--- src/rtl/sync_fifo_param.sv ---
// sync_fifo_param
// Parametrised single-clock FIFO with occupancy count, synchronous flush and
// a selectable read mode (registered read or first-word-fall-through).
//
// Ports:
//   clk          rising-edge clock for all state
//   rst_n        asynchronous active-low reset
//   flush        synchronous clear of contents; overrides wr_en/rd_en
//   wr_en        write request
//   data_in      write data
//   rd_en        read request
//   data_out     read data (registered when FWFT=0, head word when FWFT=1)
//   wr_ack       previous-cycle write was accepted
//   overflow     previous-cycle write was rejected because full
//   underflow    previous-cycle read was rejected because empty
//   full         count == FIFO_DEPTH
//   empty        count == 0
//   almostfull   count >= AF_LEVEL
//   almostempty  count <= AE_LEVEL
//   count        current occupancy
module sync_fifo_param #(
  parameter int FIFO_WIDTH = 16,
  parameter int FIFO_DEPTH = 8,
  parameter int AF_LEVEL   = FIFO_DEPTH - 1,
  parameter int AE_LEVEL   = 1,
  parameter int FWFT       = 0
) (
  input  logic                          clk,
  input  logic                          rst_n,
  input  logic                          flush,
  input  logic                          wr_en,
  input  logic [FIFO_WIDTH-1:0]         data_in,
  input  logic                          rd_en,
  output logic [FIFO_WIDTH-1:0]         data_out,
  output logic                          wr_ack,
  output logic                          overflow,
  output logic                          underflow,
  output logic                          full,
  output logic                          empty,
  output logic                          almostfull,
  output logic                          almostempty,
  output logic [$clog2(FIFO_DEPTH):0]   count
);

  localparam int PTR_W = $clog2(FIFO_DEPTH);
  localparam int CNT_W = PTR_W + 1;

  // Thresholds sized to the count so the flag compares are width-matched.
  localparam logic [CNT_W-1:0] DEPTH_CNT = CNT_W'(FIFO_DEPTH);
  localparam logic [CNT_W-1:0] AF_CNT    = CNT_W'(AF_LEVEL);
  localparam logic [CNT_W-1:0] AE_CNT    = CNT_W'(AE_LEVEL);

  logic [FIFO_WIDTH-1:0] mem [FIFO_DEPTH];
  logic [PTR_W-1:0]      wr_ptr;
  logic [PTR_W-1:0]      rd_ptr;
  logic                  wr_acc;
  logic                  rd_acc;

  // Status flags come straight from the occupancy count.
  assign full        = (count == DEPTH_CNT);
  assign empty       = (count == '0);
  assign almostfull  = (count >= AF_CNT);
  assign almostempty = (count <= AE_CNT);

  // Accept decisions use pre-edge flags; flush suppresses both sides so a
  // flush cycle neither stores data nor moves the read pointer.
  assign wr_acc = wr_en & ~full  & ~flush;
  assign rd_acc = rd_en & ~empty & ~flush;

  // Storage is intentionally not reset; only the pointers define validity.
  always_ff @(posedge clk) begin
    if (wr_acc) begin
      mem[wr_ptr] <= data_in;
    end
  end

  // Pointers, occupancy and the one-cycle handshake pulses.
  always_ff @(posedge clk or negedge rst_n) begin
    if (!rst_n) begin
      wr_ptr    <= '0;
      rd_ptr    <= '0;
      count     <= '0;
      wr_ack    <= 1'b0;
      overflow  <= 1'b0;
      underflow <= 1'b0;
    end else if (flush) begin
      wr_ptr    <= '0;
      rd_ptr    <= '0;
      count     <= '0;
      wr_ack    <= 1'b0;
      overflow  <= 1'b0;
      underflow <= 1'b0;
    end else begin
      if (wr_acc) begin
        wr_ptr <= wr_ptr + 1'b1;
      end
      if (rd_acc) begin
        rd_ptr <= rd_ptr + 1'b1;
      end
      count     <= count + CNT_W'(wr_acc) - CNT_W'(rd_acc);
      wr_ack    <= wr_acc;
      overflow  <= wr_en & full;
      underflow <= rd_en & empty;
    end
  end

  generate
    if (FWFT != 0) begin : g_fwft
      // Head word is always presented; meaningless while empty.
      assign data_out = mem[rd_ptr];
    end else begin : g_std
      // Registered read: data_out only changes on an accepted read, so it
      // holds through idle, rejected reads and flush.
      always_ff @(posedge clk or negedge rst_n) begin
        if (!rst_n) begin
          data_out <= '0;
        end else if (rd_acc) begin
          data_out <= mem[rd_ptr];
        end
      end
    end
  endgenerate

endmodule

--- config.mk ---
export PLATFORM = sky130hd
export DESIGN_NAME = sync_fifo_param
export DESIGN_NICKNAME = d
export VERILOG_FILES = /design/src/rtl/sync_fifo_param.sv
export SDC_FILE = /design/constraint.sdc
export NUM_CORES = 1
export LEC_CHECK = 0
export CORE_ASPECT_RATIO = 0.6
export CORE_MARGIN = 4
export CORE_UTILIZATION = 58
export DETAILED_ROUTE_END_ITERATION = 10
export PLACE_DENSITY_LB_ADDON = 0.3
export SYNTH_ARGS = -nofsm -noshare
export SYNTH_HDL_FRONTEND = slang
export SYNTH_SLANG_ARGS = --single-unit
--- constraint.sdc ---
create_clock -name clk -period 3.7 [get_ports clk]
set_input_delay 0.74 -clock clk [delete_from_list [all_inputs] [get_ports clk]]
set_output_delay 0.74 -clock clk [all_outputs]
set_load 0.01 [all_outputs]
==> results.cfg, run 1 <==
[run_status]
outcome = finished clean

[cts]
cts_tree = built
cts_max_level = 4
cts_buffers = 17
cts_buffer_depth = 2
cts_hold_buf = 0
cts_resized = 0
clk_pin_slew_worst_paths_ps = 60
postCtsSetupBuffers = 0
insertion_delay_ps = 410
root_buffer = clkbuf_16
cts.sinks = 157

[floorplanning]
die_y_um = 88.9
rows = 29
coreArea_um2 = 10600
die_x_um = 143
initial_core_util_pct = 59.7
io_pins = 48
dieArea_um2 = 12700

[power]
p_switching_mw = 1.44
power.density_nw_per_um2 = 712
p_sw_share_pct = 26.5
p_comb_share_pct = 21.0
p_leak_nw = 2.75
internal_power_mw = 3.99
clkPwrFrac_pct = 35.8
ir_worst_vdd_uv = 493
p_seq_share_pct = 43.2
totalPowerFinal_mw = 5.43

[hold_path]
min_path_type = reg2reg
whs_path_depth = 2
min_from = data_out[15]
whs_endpoint = data_out[15]

[critical_path]
slowest_delay_ps = 540
cpMostUsedCell = inv_1
rrSetupSlack_ps = 780
arrival_ps = 2270
worstReg2RegStart = count[3]
start_kind = flip-flop
criticalPathCategory = reg2out
crit_required_ps = 2960
r2r_cells = 11
endpoint_kind = primary output
path_cells = inv_1 -> ha_1 -> or3b_2 -> inv_1 -> clkdlybuf4s50_1
crit_fanout = 5
cp_slowest_cell = clkdlybuf4s50_1
r2r-end = count[2]

[drt]
first_pass_iters = 5
post-route-drc-count = 0
postRouteAntennaNets = 0
vias = 3447
wl_per_cell_um = 19.9
drtIter0Drc = 304
routed_wl_mm = 12.1
via_per_inst = 5.65

[global_route]
antenna_found_initial = 0
grt_max_degree = 67
grt_pass1_wl_mm = 19.4
grt_pass1_vias = 3483
grtUsageTotal_pct = 21.1
grt_overflow = 0

[sta]
rsz0062_at_grt = false
fin_setup_tns_ps = 0
fin_crit_ps = 3010
fmax_mhz = 332
slew-limit-headroom_pct = 22.4
worstMarginPinSlew_ps = 1160
fin_worst_skew_ps = 7.08
fin_crit_sh_pct = 81.4
hold_viol = 0
timing.final.ws_setup_ps = 686
drv_slew = 0
setup_viol_count_final = 0

[finish]
diodes = 0
area_growth_pct = 20.6
final_area_um2 = 7630
layout-drive-gt1-share_pct = 13.0
finalNetCount = 490

[synth]
synth_cell_type_count = 29
syn_avg_cell_area_um2 = 16.0
ys.flop_type = edfxtp_1
synth-edff-count = 128
synth_seq_cells = 157
synth_async_sr_flop_share_pct = 18.5
synth_fp_nets = 427
yosysWarnings = 0
synth_seq_area_share_pct = 72.3
synthCells = 395
syn-cell-area_um2 = 6320

[place]
portBuffers = 47
dp_slack_ps = 647
place_congestion = 0.782
dp_hpwl_mm = 7.26
dpl-instance-area_um2 = 6960

[job]
max_cap_viol_count = 0
-- critical path: cells and delay by family, from the launching register on --
kind | cells | cell delay [ps]
DFF | 1 | 390
adders and majority gates | 1 | 170
and+or+nand+nor | 1 | 510
buffers and inverters | 3 | 790
-- flip-flops by register name, indices dropped and copies added, names as in the netlist --
register   count
overflow       1
wr_ptr         3
rd_ptr         3
data_out      16
wr_ack         1
underflow      1
mem          128
count          4
-- routing by layer --
layer  vias to the layer above  routed length (µm)  track usage, %
met2                       101                5870            33.9
met1                      1729                5550            29.4
li1                       1607                   -               -
met5                         -                   0               0
met3                        10                 594            5.18
met4                         0                 117            5.69
-- metrics by stage --
step / cells / hold WS [ps] / util [%]
after global placement: 578 / 463 / 65.7
after detailed placement: 578 / 463 / 65.7
after global routing: 610 / 509 / 72.0
final: 610 / 475 / 72.0
after floorplan: 395 / 444 / -
after CTS: 610 / 478 / 72.0
-- kinds of logic after synthesis --
kind of cell    share of synthesized area [%]
buf+inv                                  2.89
simple gates                             7.28
xor+xnor                                0.831
compound gates                           4.31
fa+ha+maj                                2.30
flops                                    72.3
mux                                      10.1
-- worst max path at each step --
stage	start	end
3_5_place_dp	flush	count[2]
2_1_floorplan	count[2]	mem[0][0]
3_3_place_gp	flush	count[2]
4_1_cts	count[2]	full
6_report	count[2]	full
5_1_grt	count[3]	count[2]
-- layout make-up --
| cell class | instances | area [µm²] |
|---|---|---|
| Clock inverter | 11 | 215 |
| Clock buffer | 21 | 450 |
| Timing Repair Buffer | 63 | 591 |
| Fill cell | 670 | 2970 |
| Sequential cell | 157 | 4570 |
| Multi-Input combinational cell | 210 | 1580 |
| Inverter | 9 | 38.8 |
| Tap cell | 139 | 174 |
-- power by group through the flow --
| stage | clock, mW | combinational, mW | sequential, mW |
|---|---|---|---|
| after global placement | 0 | 1.12 | 2.37 |
| after detailed placement | 0 | 1.14 | 2.38 |
| after floorplan | 0 | 0.848 | 2.24 |
| after global routing | 2.05 | 1.26 | 2.38 |
| after CTS | 1.96 | 1.15 | 2.35 |
| final | 1.94 | 1.14 | 2.35 |
-- cells in the mapped netlist, types with 8 or more instances --
master	count	share of area, %
dfrtp_1	29	11
edfxtp_1	128	61
nand2_1	39	2.3
mux2i_1	64	10
nor2_1	16	0.95
nand3_1	12	0.95
inv_1	8	0.47
a22oi_1	32	3.8
nand3_2	9	1.4
ha_1	10	2.0
-- placed cells by master (no fill, tap or decap) --
cell type	netlist	routed
or3b_2	1	1
ha_1	10	10
inv_1	8	8
clkinv_4	0	2
buf_4	5	16
nand2_1	39	39
a21oi_1	5	5
inv_6	1	1
dfrtp_4	0	1
xor2_1	4	4
fa_1	1	1
nand3_1	12	12
clkinv_2	0	2
nand2b_4	1	1
a21o_1	1	1
clkbuf_8	0	1
a22oi_1	32	32
nand2b_1	4	4
xnor2_1	2	2
or3_1	1	1
and2_1	1	1
mux2i_1	64	64
bufinv_16	0	6
clkbuf_1	5	3
nor2b_1	4	3
clkbuf_16	0	17
clkinvlp_4	0	1
nor2b_2	0	1
nand3_2	9	9
clkdlybuf4s50_1	0	47
nor3_2	0	2
dfrtp_1	29	28
edfxtp_1	128	128
nor2_1	16	16
or3b_1	1	1
Note: power is estimated with default switching activity, not from simulation.
==> run 2: changes to the inputs <==
==> constraint.sdc (replaced) <==
create_clock -name clk -period 2.8 [get_ports clk]
set_input_delay 0.56 -clock clk [delete_from_list [all_inputs] [get_ports clk]]
set_output_delay 0.56 -clock clk [all_outputs]
set_load 0.01 [all_outputs]
==> run 2 against run 1 <==
Routed wire length is 6.0% higher; core utilization stayed put; global-route usage is 1.1 points higher; setup slack worse by 590 ps; sequential cell count stayed put; via count is 2.2% higher.
==> results.cfg, run 2 (synthesized netlist as in run 1, its figures left out) <==
[power]
clkPwrFrac_pct = 33.0
ir_worst_vdd_uv = 596
p_switching_mw = 1.93
power.density_nw_per_um2 = 913
p_sw_share_pct = 27.8
p_seq_share_pct = 43.2
p_comb_share_pct = 23.8
internal_power_mw = 5.03
p_leak_nw = 2.77

[finish]
fillers = 678
largest_register_ffs = 128
layout-drive-gt1-share_pct = 15.0
biggestRegsByFlops = mem (128), data_out (16), count (4)
finalNetCount = 498
area_growth_pct = 20.6
diodes = 0
final_cell_mix = 128 x edfxtp_1, 64 x mux2i_1, 46 x clkdlybuf4s50_1
top_register = mem
layout_commonest_cell = edfxtp_1
final_cells = 618

[job]
max_cap_viol_count = 0

[cts]
cts_buffers = 17
cts_tree = built
postCtsSetupBuffers = 0
insertion_delay_ps = 410
root_buffer = clkbuf_16
cts_max_level = 4
cts_buffer_depth = 2
cts.sinks = 157
clk_pin_slew_worst_paths_ps = 60

[sta]
drv_slew = 0
setup_viol_count_final = 0
fin_crit_sh_pct = 96.7
fmax_mhz = 369
hold_viol = 0
slew-limit-headroom_pct = 37.8
fin_crit_ps = 2710
worstMarginPinSlew_ps = 933
fin_setup_tns_ps = 0
fin_worst_skew_ps = 7.07
rsz0062_at_grt = false

[global_route]
grt_pass1_wl_mm = 20.2
grt_overflow = 0
grt_max_degree = 42
antenna_found_initial = 0
grtUsageTotal_pct = 22.2
grt_pass1_vias = 3640

[critical_path]
arrival_ps = 2150
start_kind = flip-flop
endpoint_kind = primary output
crit_fanout = 6
rrSetupSlack_ps = 300
criticalPathCategory = reg2out
r2r_cells = 11
crit_required_ps = 2240

[hold_path]
whs_path_depth = 2
min_path_type = reg2reg

[drt]
first_pass_iters = 4
postRouteAntennaNets = 0
drtIter0Drc = 227
wl_per_cell_um = 20.8
vias = 3522
routed_wl_mm = 12.9
via_per_inst = 5.70
post-route-drc-count = 0

[floorplanning]
die_y_um = 88.9
coreArea_um2 = 10600
io_pins = 48
rows = 29
initial_core_util_pct = 59.7
die_x_um = 143
dieArea_um2 = 12700

[place]
place_inst = 586
portBuffers = 47
dp_hpwl_mm = 7.73
place_congestion = 0.771

[run_status]
outcome = finished clean
[run 2: cell type report]
cell class                 instances  area, µm²  area share [%]
sequential                       157       4570            60.0
clock buffer                      20        447            5.86
tap                              139        174            2.28
inverter                           9       38.8           0.509
multi-input combinational        210       1590            20.8
clock inverter                    12        145            1.90
timing repair buffer              71        662            8.68
[run 2: final timing paths]
kind / end / startpoint
max: empty / count[2]
min: data_out[11] / data_out[11]
max reg2reg: count[2] / count[2]
min reg2reg: data_out[11] / data_out[11]
max in group asynchronous: data_out[0] / rst_n
min in group asynchronous: wr_ack / rst_n
[run 2: worst max-delay path, cell delays in order, from the launching register on]
cell and delay (ps):
dfrtp_1 410, inv_2 100, ha_2 190, or3b_4 430
inv_1 70, clkdlybuf4s50_1 530
[run 2: what timing repair did]
item                                    CTS  global route
gates resized for setup                   2             3
pin swaps                                 0             0
hold buffers                              0             0
endpoints found under the setup margin    2             1
[run 2: metrics by stage]
step                      power [mW]  utilization [%]  hold slack, ps  setup slack, ps  instance area, µm²
final                           6.96             72.0             476             93.1                7630
after global routing            7.31             72.0             511             6.86                7630
after CTS                       7.00             72.0             482             27.1                7620
after detailed placement        4.70             66.4             464             79.1                7030
after global placement          4.64             66.4             458              153                7030
after floorplan                 4.08                -             264             67.7                6330
[run 2: power by group through the flow]
stage | sequential, mW | clock (mW) | combinational, mW
after floorplan | 2.96 | 0 | 1.12
after global placement | 3.03 | 0 | 1.61
after detailed placement | 3.05 | 0 | 1.64
after CTS | 3.01 | 2.33 | 1.67
after global routing | 3.04 | 2.45 | 1.83
final | 3.01 | 2.30 | 1.65
[run 2: routing by layer]
metal | wire length (µm) | global-route usage, % | share of wire (%)
met1 | 5770 | 29.0 | 45
met2 | 6270 | 37.2 | 49
met3 | 680 | 5.51 | 5.3
met4 | 150 | 7.42 | 1.2
met5 | 0 | 0 | 0
==> run 3: changes to the inputs <==
--- a/config.mk
+++ b/config.mk
@@ -7,9 +7,11 @@
 export LEC_CHECK = 0
 export CORE_ASPECT_RATIO = 0.6
 export CORE_MARGIN = 4
-export CORE_UTILIZATION = 58
+export CORE_UTILIZATION = 60
 export DETAILED_ROUTE_END_ITERATION = 10
+export DONT_BUFFER_PORTS = 1
 export PLACE_DENSITY_LB_ADDON = 0.3
+export SLEW_MARGIN = 40
 export SYNTH_ARGS = -nofsm -noshare
 export SYNTH_HDL_FRONTEND = slang
 export SYNTH_SLANG_ARGS = --single-unit
==> run 3 against run 2 <==
First-iteration DRC count decreased by 1.8%; highest routed layer unchanged; power decreased by 3.2%; sequential cell count unchanged; core utilization decreased by 0.83 points.
==> results.cfg, run 3 (synthesized netlist as in run 1, its figures left out) <==
[finish]
utilization_pct = 71.1
area_growth_pct = 13.1
largest_register_ffs = 128
top_register = mem
fillers = 640
final_cells = 560
final_cell_mix = 128 x edfxtp_1, 64 x mux2i_1, 39 x nand2_1
finalNetCount = 444
final_area_um2 = 7150
biggestRegsByFlops = mem (128), data_out (16), count (4)
layout_commonest_cell = edfxtp_1
layout-drive-gt1-share_pct = 14.4
diodes = 0

[sta]
drv_slew = 0
hold_viol = 0
worstMarginPinSlew_ps = 473
fmax_mhz = 378
fin_hold_ws_ps = 205
rsz0062_at_grt = false
fin_crit_ps = 2650
fin_setup_tns_ps = 0
timing.final.ws_setup_ps = 153
fin_worst_skew_ps = 11.3
setup_viol_count_final = 0
slew-limit-headroom_pct = 68.5
fin_crit_sh_pct = 94.5

[place]
portBuffers = 0
place_inst = 526
dp_hpwl_mm = 6.90
place_congestion = 0.750
dpl-instance-area_um2 = 6490
dp_slack_ps = 129

[power]
p_comb_share_pct = 18.8
internal_power_mw = 4.90
power.density_nw_per_um2 = 942
p_leak_nw = 2.55
clkPwrFrac_pct = 36.4
totalPowerFinal_mw = 6.74
p_sw_share_pct = 27.3
p_seq_share_pct = 44.8
p_switching_mw = 1.84
ir_worst_vdd_uv = 824

[cts]
root_buffer = clkbuf_16
cts_buffers = 17
cts_buffer_depth = 2
clk_pin_slew_worst_paths_ps = 60
cts_tree = built
insertion_delay_ps = 420
cts.sinks = 157
cts_max_level = 4

[hold_path]
whs_path_depth = 1
whs_endpoint = wr_ptr[0]
min_path_type = in2reg
min_from = flush

[floorplanning]
initial_core_util_pct = 62.9
dieArea_um2 = 12300
rows = 28
coreArea_um2 = 10100
die_y_um = 87.5
die_x_um = 141
io_pins = 48

[critical_path]
start_kind = flip-flop
crit_fanout = 17
rrSetupSlack_ps = 150
slowest_delay_ps = 430
endpoint_kind = flip-flop
arrival_ps = 2950
cpMostUsedCell = ha_1
worstReg2RegStart = count[2]
path_cells = inv_1 -> ha_1 -> or3b_1 -> nand2b_4 -> inv_6 -> ha_1 -> inv_1 -> ha_1 -> fa_1 -> xnor2_1 -> nor2_1
criticalPathCategory = reg2reg
cp_slowest_cell = dfrtp_1
crit_required_ps = 3100
r2r_cells = 11
r2r-end = count[2]

[global_route]
grtUsageTotal_pct = 21.3
grt_overflow = 0
grt_pass1_wl_mm = 18.9
grt_max_degree = 35
grt_pass1_vias = 3375
antenna_found_initial = 0

[drt]
routed_wl_mm = 12.0
vias = 3273
drtIter0Drc = 223
post-route-drc-count = 0
first_pass_iters = 4
via_per_inst = 5.84
wl_per_cell_um = 21.4
postRouteAntennaNets = 0

[job]
max_cap_viol_count = 0

[run_status]
outcome = finished clean
[run 3: power groups by stage]
stage	clock, mW	combinational [mW]	sequential, mW
3_3_place_gp	0	1.22	3.06
2_1_floorplan	0	1.12	2.96
3_5_place_dp	0	1.25	3.07
5_1_grt	2.61	1.40	3.05
6_report	2.45	1.27	3.02
4_1_cts	2.49	1.28	3.03
[run 3: what timing repair did]
action	CTS	global route
buffers inserted	0	0
gates resized for setup	0	1
endpoints found under the setup margin	0	3
hold endpoints to repair	29	0
hold buffers	2	0
[run 3: final cells by class]
class | instances | area, µm² | area share (%)
clock buffers | 21 | 440 | 6.16
multi-input cells | 210 | 1580 | 22.1
repair buffers | 17 | 155 | 2.17
well taps | 135 | 169 | 2.36
clock inverters | 11 | 194 | 2.71
inverters | 9 | 38.8 | 0.542
flip-flops and latches | 157 | 4570 | 63.9
[run 3: critical path, delay by kind of cell (launching register included)]
kind	cells	cell delay, ps
DFF	1	430
buffers and inverters	3	270
adders and majority gates	4	1070
and+or+nand+nor	3	590
xor gates and xnor gates	1	160
[run 3: routing by layer]
layer	vias up	global-route usage [%]	routed length (µm)
met2	82	34.2	5810
li1	1516	-	-
met4	0	6.60	98
met1	1666	28.6	5420
met5	-	0	0
met3	9	6.58	655
[run 3: worst max-delay path by stage]
stage	start	end	slack, ps
global route	count[2]	count[2]	0.6
global placement	count[2]	count[3]	190
CTS	count[2]	count[3]	100
detailed placement	count[2]	count[3]	130
floorplan	count[2]	count[2]	70
finish	count[2]	count[2]	150
